File: config.mk
export PLATFORM = sky130hd
export DESIGN_NAME = cube_state_editor
export DESIGN_NICKNAME = d
export VERILOG_FILES = /design/src/rtl/cube_state_editor.sv
export SDC_FILE = /design/constraint.sdc
export NUM_CORES = 1
export LEC_CHECK = 0
export BUFFER_PORTS_ARGS = -buffer_cell sky130_fd_sc_hd__buf_2
export CORE_MARGIN = 2
export CORE_UTILIZATION = 60
export CTS_CLUSTER_SIZE = 14
export DETAILED_ROUTE_END_ITERATION = 12
export PLACE_DENSITY = 0.81
export SYNTH_ARGS = -nofsm -noshare
export SYNTH_HDL_FRONTEND = slang
export SYNTH_SLANG_ARGS = --single-unit
File: constraint.sdc
create_clock -name clock -period 12.6 [get_ports clock]
set_clock_uncertainty 0.1 [all_clocks]
set_input_delay 1.89 -clock clock [delete_from_list [all_inputs] [get_ports clock]]
set_output_delay 1.89 -clock clock [all_outputs]
set_load 0.02 [all_outputs]
File: src/rtl/cube_state_editor.sv
// rtl/cube_state_editor.sv - facelet store, edit cursor and export streamer for manual cube entry
module cube_state_editor #(
    parameter logic [8:0] GRID_X0 = 9'd100,
    parameter logic [7:0] GRID_Y0 = 8'd60,
    parameter int         PITCH   = 30
) (
    input  logic        clock,
    input  logic        reset_n,
    input  logic        btn_up,
    input  logic        btn_down,
    input  logic        btn_left,
    input  logic        btn_right,
    input  logic        btn_colour,
    input  logic        btn_face,
    input  logic        btn_confirm,
    output logic [2:0]  face_sel,
    output logic [26:0] face_colours,
    output logic [8:0]  cursor_x,
    output logic [7:0]  cursor_y,
    output logic        state_valid,
    output logic        busy,
    output logic        reject,
    output logic        out_valid,
    input  logic        out_ready,
    output logic [5:0]  out_index,
    output logic [2:0]  out_colour,
    output logic        export_done
);
    typedef enum logic {EDIT = 1'b0, EXPORT = 1'b1} state_t;

    state_t      state;
    state_t      state_next;
    logic [2:0]  facelet [0:53];
    logic [3:0]  count [0:5];
    logic [2:0]  face;
    logic [1:0]  row;
    logic [1:0]  col;
    logic [6:0]  btns;
    logic [6:0]  prev;
    logic [6:0]  ev;
    logic [6:0]  act;
    logic [5:0]  exp_idx;
    logic [5:0]  base;
    logic [5:0]  cur_idx;
    logic [2:0]  cur_colour;
    logic [2:0]  cur_next;
    logic        sv_q;
    logic        all_nine;
    logic        handshake;
    logic        last_xfer;
    logic        start;

    assign btns = {btn_confirm, btn_face, btn_colour, btn_up, btn_down, btn_left, btn_right};
    assign ev   = btns & ~prev;

    assign base       = 6'(face) * 6'd9;
    assign cur_idx    = base + 6'(row) * 6'd3 + 6'(col);
    assign cur_colour = facelet[cur_idx];
    assign cur_next   = (cur_colour == 3'd6) ? 3'd1 : cur_colour + 3'd1;

    assign handshake = (state == EXPORT) && out_ready;
    assign last_xfer = handshake && (exp_idx == 6'd53);
    assign start     = act[6] && sv_q;

    assign face_sel    = face;
    assign state_valid = sv_q;
    assign out_index   = exp_idx;
    assign out_colour  = facelet[exp_idx];

    // One-hot pick of the single actioned event; nothing is actioned while exporting.
    always_comb begin
        act = '0;
        if (state == EDIT) begin
            if      (ev[6]) act[6] = 1'b1;
            else if (ev[5]) act[5] = 1'b1;
            else if (ev[4]) act[4] = 1'b1;
            else if (ev[3]) act[3] = 1'b1;
            else if (ev[2]) act[2] = 1'b1;
            else if (ev[1]) act[1] = 1'b1;
            else if (ev[0]) act[0] = 1'b1;
        end
    end

    always_comb begin
        all_nine = 1'b1;
        for (int k = 0; k < 6; k++) begin
            if (count[k] != 4'd9) all_nine = 1'b0;
        end
    end

    always_ff @(posedge clock or negedge reset_n) begin
        if (!reset_n) state <= EDIT;
        else          state <= state_next;
    end

    always_comb begin
        state_next = state;
        case (state)
            EDIT:    if (start)     state_next = EXPORT;
            EXPORT:  if (last_xfer) state_next = EDIT;
            default: state_next = EDIT;
        endcase
    end

    always_comb begin
        busy      = (state == EXPORT);
        out_valid = (state == EXPORT);
    end

    always_ff @(posedge clock or negedge reset_n) begin
        if (!reset_n) begin
            prev         <= '0;
            face         <= '0;
            row          <= '0;
            col          <= '0;
            exp_idx      <= '0;
            sv_q         <= 1'b1;
            reject       <= 1'b0;
            export_done  <= 1'b0;
            face_colours <= 27'o111111111;
            cursor_x     <= GRID_X0;
            cursor_y     <= GRID_Y0;
            for (int j = 0; j < 54; j++) facelet[j] <= 3'(j / 9 + 1);
            for (int k = 0; k < 6; k++)  count[k] <= 4'd9;
        end else begin
            prev        <= btns;
            reject      <= act[6] && !sv_q;
            export_done <= last_xfer;
            sv_q        <= all_nine;

            if (start)                       exp_idx <= '0;
            else if (handshake && !last_xfer) exp_idx <= exp_idx + 6'd1;

            if (act[5]) face <= (face == 3'd5) ? 3'd0 : face + 3'd1;
            if (act[3]) row  <= (row == 2'd0) ? 2'd2 : row - 2'd1;
            if (act[2]) row  <= (row == 2'd2) ? 2'd0 : row + 2'd1;
            if (act[1]) col  <= (col == 2'd0) ? 2'd2 : col - 2'd1;
            if (act[0]) col  <= (col == 2'd2) ? 2'd0 : col + 2'd1;

            // Centres are fixed; a colour press there is consumed but changes nothing.
            if (act[4] && !(row == 2'd1 && col == 2'd1)) begin
                facelet[cur_idx] <= cur_next;
                for (int k = 0; k < 6; k++) begin
                    if (3'(k + 1) == cur_colour)    count[k] <= count[k] - 4'd1;
                    else if (3'(k + 1) == cur_next) count[k] <= count[k] + 4'd1;
                end
            end

            for (int i = 0; i < 9; i++) face_colours[3*i +: 3] <= facelet[base + 6'(i)];
            cursor_x <= GRID_X0 + 9'(col) * 9'(PITCH);
            cursor_y <= GRID_Y0 + 8'(row) * 8'(PITCH);
        end
    end
endmodule
; ---- After elaboration in Yosys (flattened, before gate mapping)
; Index checks and enable logic that the tools add are counted.
[word_totals]
ff_bits = 253
input_bits = 10
output_inout_bits = 61
word_cells = 269
[classes]
add_sub_neg = 31
mul = 4
magnitude_cmp = 12
eq_ne = 25
mux = 83
bitwise_logic = 14
reduce_logical = 28
[op_table]
columns = op, n
row1 = $bmux 3 s6, 11
row2 = $bwmux 162, 1
row3 = $mux 3, 26
row4 = $ge 7x7->1 const B, 11
row5 = $not 6->7, 11
row6 = $mux 4, 13
row7 = $add 4x1->4 const B, 6
row8 = $add 6x3->6 const B, 4
row9 = $ne 4x4->1 const B, 6
row10 = $sub 4x1->4 const B, 6
row11 = $demux 3 s6, 1
row12 = $eq 3x3->1 const A, 6
row13 = $mux 2, 9
row14 = $mux 6, 3
row15 = $reduce_bool 2->1, 9
row16 = $mux 1, 16
row17 = $add 6x1->6 const B, 2
row18 = $add 6x2->6 const B, 2
row19 = $eq 2x3->1 const A, 4
row20 = $mul 2x4->6 const B, 2
row21 = $reduce_and 2->1, 6
row22 = $add 6x7->8 const A, 1
row23 = $add 7x7->8 const A, 1
row24 = $logic_and 1x1->1, 8
row25 = other kinds (22), 32

; ---- Longest topological paths before layout
; Gate-level depths: netlist of run 1.
[depth]
ltp_word = 13
ltp_mapped = 27
depth_no_buf = 22

; ---- Least setup slack after synthesis of run 1
; No wires, ideal clock.
[synth_timing]
path_type = reg-to-reg
startpoint = reg face[1], in the netlist face_sel[1]
endpoint = reg count[7] (netlist name)
setup_ps = 75
arrival_time_ps = 6214
t_required_ps = 12425
path_slack_ps = 6212
path_stages_with_launch = 23
n_path_buf = 4
period_less_slack_ps = 6388
path_cell_list = dfrtp_1 > clkbuf_1 > buf_1 > inv_2 > fa_1 > inv_1 > ha_1 > fa_1 > xnor2_1 > nand2_1 > and3_1 > a2111oi_0 > nor4_4 > buf_4 > clkbuf_1 > or3_1 > inv_1 > ha_1 > a21o_1 > a21o_1 > or3b_1 > a211oi_2 > xor2_1
[synth_via]
elab_chain_cells = 12
elab_cells_between_ends = 15
classes_between = add/sub (3) / mul (1) / eq/ne (3) / mux (5) / bitwise (1) / reduce/logical (2)
[synth_lines]
columns = item, line
row1 = from (decl), 35  ; logic [2:0] face;
row2 = from (signal assigned), 134  ; if (act[5]) face <= (face == 3'd5) ? 3'd0 : face + 3'd1;
row3 = $mul 3x4->6 (*), 56  ; assign base = 6'(face) * 6'd9;
row4 = $add 6x4->6 (*), 57  ; assign cur_idx = base + 6'(row) * 6'd3 + 6'(col);
row5 = $add 6x2->6 (*), 57
row6 = $not 6->7 (implied by the code) (*), 58  ; assign cur_colour = facelet[cur_idx];
row7 = $bmux 3 s6 (*), 58
row8 = $mux 3 (implied by the code) (*) (2 in series), 58
row9 = $add 3x1->3 / $eq 3x3->1 (equally long branches), 59  ; assign cur_next = (cur_colour == 3'd6) ? 3'd1 : cur_colour + 3'd1;
row10 = $mux 3, 59
row11 = $eq 3x3->1, 145  ; else if (3'(k + 1) == cur_next) count[k] <= count[k] + 4'd1;
row12 = $reduce_bool 2->1 (no source line), -
row13 = $reduce_and 2->1 (no source line), -
row14 = "to (signal, indexed assignment)", 144  ; if (3'(k + 1) == cur_colour) count[k] <= count[k] - 4'd1;
row15 = "to (signal, indexed assignment)", 145
row16 = to (decl), 34  ; logic [3:0] count [0:5];
; Every way passes the cells marked *; elsewhere a longest branch is shown, timed or not. The select of a mux whose other input is x is not followed.
; A chain may end at the register's enable or synchronous reset.

; ---- Worst setup path in the final report of run 1
[layout_timing]
startpoint = reg face[1], in the netlist face_sel[1]
endpoint = reg count[19] (netlist name)
[layout_via]
elab_chain_cells = 12
elab_cells_between_ends = 15
classes_between = add/sub (3) / mul (1) / eq/ne (3) / mux (5) / bitwise (1) / reduce/logical (2)
[layout_lines]
columns = item, line
row1 = $mul 3x4->6 (*), 56
row2 = $add 6x4->6 (*), 57
row3 = $add 6x2->6 (*), 57
row4 = $not 6->7 (implied by the code) (*), 58
row5 = $bmux 3 s6 (*), 58
row6 = $mux 3 (implied by the code) (*) (2 in series), 58
row7 = $add 3x1->3 / $eq 3x3->1 (equally long branches), 59
row8 = $mux 3, 59
row9 = $eq 2x3->1, 145
row10 = $reduce_bool 2->1 (no source line), -
row11 = $reduce_and 2->1 (no source line), -
; Marks and branches as above.

==> results of run 1 <==
-- synth_stat cells (all sizes together) (13+ instances only) --
master / instances / share of area
mux2: 134 / 0.074
a211oi: 18 / 0.0074
mux4: 223 / 0.25
dfstp: 110 / 0.14
nor3: 17 / 0.0042
ha: 52 / 0.032
mux2i: 110 / 0.054
buf: 60 / 0.018
inv: 51 / 0.0094
a21o: 13 / 0.0048
clkbuf: 84 / 0.016
nand2: 205 / 0.038
dfrtp: 140 / 0.17
o21ai: 140 / 0.035
nand3: 29 / 0.0071
xnor2: 27 / 0.012
nor2: 168 / 0.031
a21oi: 115 / 0.029
-- power by group through the flow --
stage               clock network, uW  registers (uW)  logic [uW]
finish                            884             933        2250
global route                      921             937        2360
CTS                               890             930        2180
detailed placement                  0             944        2170
global placement                    0             941        2110
floorplan                           0             961        1570
-- flip-flops by register name, indices dropped and copies added, names as in the netlist, 2 cells and up --
| signal | count |
|---|---|
| facelet | 162 |
| face_colours | 27 |
| count | 24 |
| cursor_y | 7 |
| prev | 7 |
| cursor_x | 6 |
| out_index | 6 |
| face_sel | 3 |
| col | 2 |
| row | 2 |
-- cell usage in the layout (no fill, tap or decap), types with 11 or more instances in the layout --
cell and count:
a211oi_1 15, a21o_1 13, a21oi_1 113, buf_2 66, buf_4 28, clkbuf_16 28
dfrtp_1 136, dfstp_2 110, ha_1 49, inv_1 48, mux2_2 131, mux2i_1 110
mux4_1 12, mux4_2 210, nand2_1 205, nand2b_1 11, nand3_1 29, nor2_1 168
nor3_1 15, o21ai_0 110, o21ai_1 27, xnor2_1 25
-- final timing paths --
kind	slack [ns]	end
max	5.22	count[19]
min	0.40	count[12]
max reg2reg	5.22	count[19]
min reg2reg	0.40	count[12]
max in group asynchronous	8.94	face_colours[4]
min in group asynchronous	1.30	count[1]
-- area by class of cell --
class | count | area (um2) | share of cell area
clock buffer | 36 | 791 | 0.0361
tap | 448 | 561 | 0.0256
multi-input combinational | 1418 | 13200 | 0.602
clock inverter | 12 | 208 | 0.00949
timing repair buffer | 95 | 556 | 0.0254
inverter | 53 | 199 | 0.00909
sequential | 250 | 6400 | 0.293
-- cells by family after synthesis --
kind of cell / synth area share
xor gates and xnor gates: 0.0170
DFF: 0.313
buffers and inverters: 0.0434
adders and majority gates: 0.0407
muxes: 0.376
other: 0.000184
AOI/OAI and AO/OA: 0.105
and+or+nand+nor: 0.104
-- per-layer routing --
layer  up-vias  share of wire  global-route usage
li1       7007              -                   -
met1      8365           0.35               0.511
met2      1458           0.44               0.575
met3       301           0.15               0.133
met4         0          0.063               0.193
met5         -              0                   0
-- metrics by stage --
step           cell area (um2)  utilization  total power [uW]  setup WS (ns)
6_report                 21900        0.653              4070           5.22
5_1_grt                  21900        0.653              4220           4.98
4_1_cts                  21900        0.653              4000           5.40
3_5_place_dp             20900        0.623              3110           5.46
3_3_place_gp             20900        0.623              3050           5.60
2_1_floorplan            20400            -              2540           6.21
-- worst reg2reg max path, stage by stage, from the launching register on --
cell and delay [ns]:
dfrtp_4 0.94, inv_2 0.44, fa_1 0.64, inv_1 0.05, ha_2 0.19, fa_1 0.47, buf_4 0.40, mux4_1 0.38
nand2_1 0.08, and3_1 0.18, a2111oi_1 0.10, nor4_4 0.86, buf_4 0.72, o2111ai_2 0.37, inv_1 0.18, ha_1 0.24
a21o_1 0.18, a21oi_1 0.16, mux2_2 0.36, o21ai_0 0.14, o31ai_1 0.10
==> summary by stage, run 1 <==
Critical path
The delay of the slowest cell on the worst path is about 0.94 ns. The depth of the worst register-to-register path is 20. STA classifies the critical path endpoint as a register. The maximum net fanout on the critical path is 56. Traced cell by cell, the critical path runs through inv_2, fa_1, inv_1, ha_2, fa_1, buf_4, mux4_1, nand2_1, and3_1, a2111oi_1, nor4_4, buf_4, o2111ai_2, inv_1, ha_1, a21o_1, a21oi_1, mux2_2, o21ai_0, o31ai_1.

The critical path starts at face_sel[1]. The kind of cell adding the most delay to the critical path is buffers and inverters. The required time of the critical path is between 10 and 15 ns. The startpoint identified for the worst register-to-register timing path is face_sel[1].

The critical path depth is 20. The critical path class is register to register. The largest individual stage delay along the critical path comes from the cell dfrtp_4. The count of buffering cells on the critical path with inverters included is 5. The element type at the critical path start is a register. STA puts the critical path data arrival time at ~7.8 ns.

Clock tree
CTS placed an instance of clkbuf_16 at the clock tree root. For this design, the CTS-stage hold fixing added 0 buffers. After clock tree synthesis, the clock-pin slew on the worst setup and hold paths is 0.07 ns. Once the clock tree was built, the setup fixing pass inserted 0 buffers. The maximum level of the CTS H-tree is 1. TritonCTS built the clock tree.

The insertion delay of the later-clocked pin in the worst-skew pair is 0.57 ns. The number of clock sinks is 250. In this run the deepest clock path goes through 3 buffers.

In this run, CTS created clock tree buffers numbering 26. The number of gates given a new drive strength after cts is 0.

Timing
The tightest hold path in the finished design has a slack of about 0.4 ns. Setup violations remaining at the end of the flow were counted as 0. The time the final worst path needs with I/O delays and setup is approximately 7.4 ns.

The post-route clock period utilization is 0.586. The tightest slew margin relative to the limit is 0.0851. The final setup TNS is 0 ns. The measured slew at the worst slew-check pin is 1.36 ns.

Setup repair after global routing left no endpoint under its margin. The maximum achievable frequency is approximately 140 MHz. The hold violation count in the final report came to 0. The number of max-slew violations in the final report is 0.

Floorplan
The initial utilization of the core area, before any placement, comes to 0.609. The full die area is around 0.035 mm2. The floorplan step set the die width to roughly 190 um.

The row count is 67. The total area inside the core boundary comes to around 0.034 mm2. The number of I/O pins is 71. Measured along the y axis, the die boundary spans 188 um.

Min path
The class of the worst hold path is register to register. The launch instance of the worst min-delay path is count[12]. The depth of the worst hold-timing path is 1.

Pwr
VDD sags by at most 0.182 mV. The sequential share of power is 0.229. The share of total power dissipated in combinational logic is 0.554. The leakage power total is slightly above 0.009 uW.

The clock network power share is 0.217. Dividing total power by cell area gives a power density of 186 mW/mm2. The switching power total is ~1900 uW. The internal portion of total power is 2140 uW. The proportion of total power due to net switching is 0.473.

Place
Once placement completed, the tool counted placed cells totaling 2264. Port buffering added 67 buffers. After legalization and detailed placement, the total HPWL measured between 40000 and 50000 um. The congestion estimate from routability-driven global placement came to 1.02.

Global route
The first global-routing pass estimated about 100000 um of wire. The largest net degree at the start of global routing is 120. The via count of the first global-routing pass is approximately 16000.

Global routing finished with a remaining overflow of 0. The initial antenna violation count is 0. The total routing resource utilization after global routing is 0.387.

Finish
0 antenna diodes ended up in the layout. For this run, the post-layout net count is 1915. For this run, the number of standard cells in the final layout without fillers is about 2300.

In the final layout, the share of cells above drive strength 1 is 0.335. The area growth from synthesis to layout is 7.25%. The filler cell count is between 2000 and 3000.

Synthesis
Counting flops with an async set or reset pin after synthesis yields a share of 1.00. Synthesis instantiated 73 different standard cells from the library. The synthesized cell area is 0.0204 mm2.

The Yosys step of the flow raised 0 warnings. The post-synthesis area per instance is ~11 um2. The cell count after synthesis is ~1900. The sequential area share after synthesis is 0.313. The leading register cell type out of synthesis is dfrtp_1. After synthesis the netlist holds a flip-flop and latch count of 250. The number of flops mapped to enable cells by yosys is 0.

Drt
The starting DRC count in detailed routing is 2730. Dividing the detail-routed via count by the number of cells gives 7.41. The mean routed wirelength per cell is ~29 um. Summing over every cut layer, the via total after detailed routing is roughly 17000. The number of antenna-violating nets in the routed design is 0. The total iterations of the first detailed-routing run is 7. In the routed design, unresolved DRC markers number 0. Summed over all layers, the routed wires come to ~70000 um.

Run status
The flow ran to the end, and the final reports show no timing, DRC or antenna violations.

Job
The max-cap violation count is 0.
Power figures use the tool's default switching activity.
==> inputs of run 2 (changes only) <==
- clock period: 12.6 -> 6.86 ns (I/O delays scaled with it)
==> summary by stage, run 2 (synthesis gave the netlist of run 1 again) <==
Run status
The run finished with clean final reports.

Timing
The post-route clock period utilization is 0.925 (+0.339). The number of max-slew violations in the final report is 0 (unchanged). The maximum achievable frequency is 158 MHz (+16%).

The time the final worst path needs with I/O delays and setup came to 6.35 ns (-1.04 ns). The final setup TNS is 0 ns (unchanged). Setup repair after global routing left no endpoint under its margin. The hold violation count in the final report is 0 (unchanged). The tightest slew margin relative to the limit was 0.209 (+0.124). The total setup violations reported at the end of the flow is 0 (unchanged). The measured slew at the worst slew-check pin came to 1.19 ns (-0.177 ns).

Floorplan
The initial standard-cell utilization of the core was 0.609 (unchanged). The row count is 67 (unchanged). The placeable core area is 0.0335 mm2 (unchanged). The die extent in y came to 188 um (unchanged).

The number of I/O pins was 71 (unchanged). The full die area is 0.0355 mm2 (unchanged). The width of the chip is 188 um (unchanged).

Drt
The detail-routed via count per cell is 7.39 (-0.22%). The total iterations of the first detailed-routing run was 6 (-1). The total number of vias is 17200 (+0.51%). The number of design rule violations left after detail routing came to 0 (unchanged).

The number of antenna-violating nets in the routed design is 0 (unchanged). The mean routed wirelength per cell was 29.5 um (+0.13%). The total routed wirelength is 68700 um (+0.87%). The starting DRC count in detailed routing came to 2846 (+4.2%).

Place
The count of input and output buffers is 67 (unchanged). The routability-driven placement congestion ratio is 1.05 (+2.8%). The instance area at placement is 0.0210 mm2 (+0.62%). The HPWL after detailed placement is 48900 um (+1.6%).

Critical path
The setup slack of the worst register-to-register path is 0.51 ns (-4.70 ns). The startpoint identified for the worst register-to-register timing path is row[0]. The critical path is of the register to register type.

The depth of the worst register-to-register path is 22 (+10%). STA classifies the critical path endpoint as a register. The required time of the critical path is 7.27 ns (-5.70 ns).

The data arrival time at the worst-slack endpoint came to 6.76 ns (-0.99 ns). The element type at the critical path start is a register. The destination of the worst register-to-register timing path is count[23]. The maximum net fanout on the critical path is 13 (-77%).

Min path
The class of the worst hold path is register to register. The launch instance of the worst min-delay path is count[15]. The capture endpoint of the worst hold path is count[15].

The depth of the worst hold-timing path is 1 (unchanged).

Finish
The filler cell count is 2458 (-3.1%). The number of nets in the layout is 1931 (+0.84%). Leaving out fill and tap cells, the most frequent cells in the layout are mux4_2 (210), nand2_1 (205), nor2_1 (168). The top register by number of flip-flops is facelet.

The summed area of non-filler cells in the final layout is 0.0220 mm2 (+0.53%). The fraction of layout instances using a drive strength above 1 was 0.340 (+0.00459). The area growth from synthesis to final layout is 7.82%.

The flip-flop count of the largest register after layout is 162 (unchanged). The largest registers in the layout are facelet: 162 flops, face_colours: 27 flops, count: 24 flops. Leaving out fill and tap cells, the most frequent cell in the layout is mux4_2.

Pwr
The overall power consumption is 7420 uW (+82%). The switching power total came to 3450 uW (+79%). The leakage power total is 0.00921 uW (+0.76%). The proportion of total power due to net switching is 0.465 (-0.00869). The worst IR drop on VDD is 0.268 mV (+47%).

The internal portion of total power was 3970 uW (+85%). The total power density per cell area is 337 mW/mm2 (+81%). The combinational group share of total power is 0.546 (-0.008).

The sequential share of power is 0.235 (+0.006). The clock network power share is 0.219 (+0.002).

Global route
The global-route wire length before repair is 104000 um (+1.3%). The largest net degree at the start of global routing is 154 (+28%). The via count of the first global-routing pass is 16600 (+1.7%).

The initial antenna violation count is 1 (+1). The global-route congestion overflow total came to 0 (unchanged). The total routing resource utilization after global routing was 0.392 (+0.00466).

Clock tree
The clock-pin slew on the worst setup and hold paths is 0.06 ns (about the same). The number of gates given a new drive strength after cts is 0 (unchanged). The maximum level of the CTS H-tree is 1 (unchanged). Clock tree synthesis selected as its root buffer the cell clkbuf_16. The number of buffers inserted to repair setup after CTS came to 0 (unchanged).

The insertion delay of the later-clocked pin in the worst-skew pair was 0.60 ns (+0.03 ns). The number of clock sinks is 250 (unchanged). The total of hold buffers inserted after clock tree synthesis is 0 (unchanged). TritonCTS built the clock tree. The total CTS buffers came to 27 (+3.8%). The number of buffers on the longest clock path is 3 (unchanged).

Job
The max-cap violation count is 0 (unchanged).
run 2: changes by cell type in the layout (fill, tap and decap cells not counted), sizes merged:
cell,delta
buf,+15
clkbuf,-2
clkinv,+2
clkinvlp,+2
diode,+1
inv,-1
run 2: final cells by class:
cell class              instances  area [um2]  area share
diodes                          1        2.50    0.000114
clock buffers                  34         752      0.0342
clock inverters                15         231      0.0105
inverters                      53         199     0.00904
multi-input cells            1418       13200       0.598
flip-flops and latches        250        6400       0.291
well taps                     448         561      0.0255
repair buffers                110         693      0.0315
run 2: worst max path at each step:
stage                start         to
2_1_floorplan  face_sel[1]   count[7]
3_3_place_gp        row[0]  count[23]
3_5_place_dp        row[0]  count[23]
4_1_cts             row[0]  count[23]
5_1_grt             row[0]  count[23]
6_report            row[0]  count[23]
run 2: stage by stage:
| stage | hold slack (ns) | cells | setup WS, ns | util |
|---|---|---|---|---|
| after global placement | 0.379 | 2279 | 0.674 | 0.627 |
| after global routing | 0.406 | 2328 | 0.193 | 0.656 |
| final | 0.390 | 2329 | 0.514 | 0.656 |
| after detailed placement | 0.381 | 2279 | 0.586 | 0.627 |
| after CTS | 0.390 | 2328 | 0.542 | 0.656 |
| after floorplan | 0.353 | 1865 | 0.472 | - |
run 2: power groups by stage:
stage	Sequential, uW	Combinational [uW]	Clock [uW]
floorplan	1760	2890	0
global placement	1760	3860	0
detailed placement	1760	3940	0
CTS	1740	3950	1630
global route	1760	4300	1690
finish	1750	4050	1620
run 2: critical path, stage by stage (launching register included):
cell and delay [ns]:
dfrtp_1 0.48, fa_1 0.57, inv_1 0.06, fa_1 0.50, inv_1 0.05, ha_2 0.18, fa_1 0.45, xor2_2 0.57
buf_4 0.34, nand2_1 0.06, and3_1 0.18, a2111oi_1 0.58, nor4_4 0.14, or2_1 0.32, or2_2 0.31, inv_1 0.09
ha_1 0.23, a21o_1 0.18, a21oi_1 0.15, inv_1 0.07, or3_1 0.31, a21oi_1 0.21, xor2_1 0.17
run 2: metal layers:
metal / routed length (um) / vias up / global-route usage
li1: - / 7022 / -
met1: 23900 / 8404 / 0.501
met2: 29700 / 1448 / 0.590
met3: 10300 / 343 / 0.148
met4: 4680 / 2 / 0.196
met5: 10 / - / 0
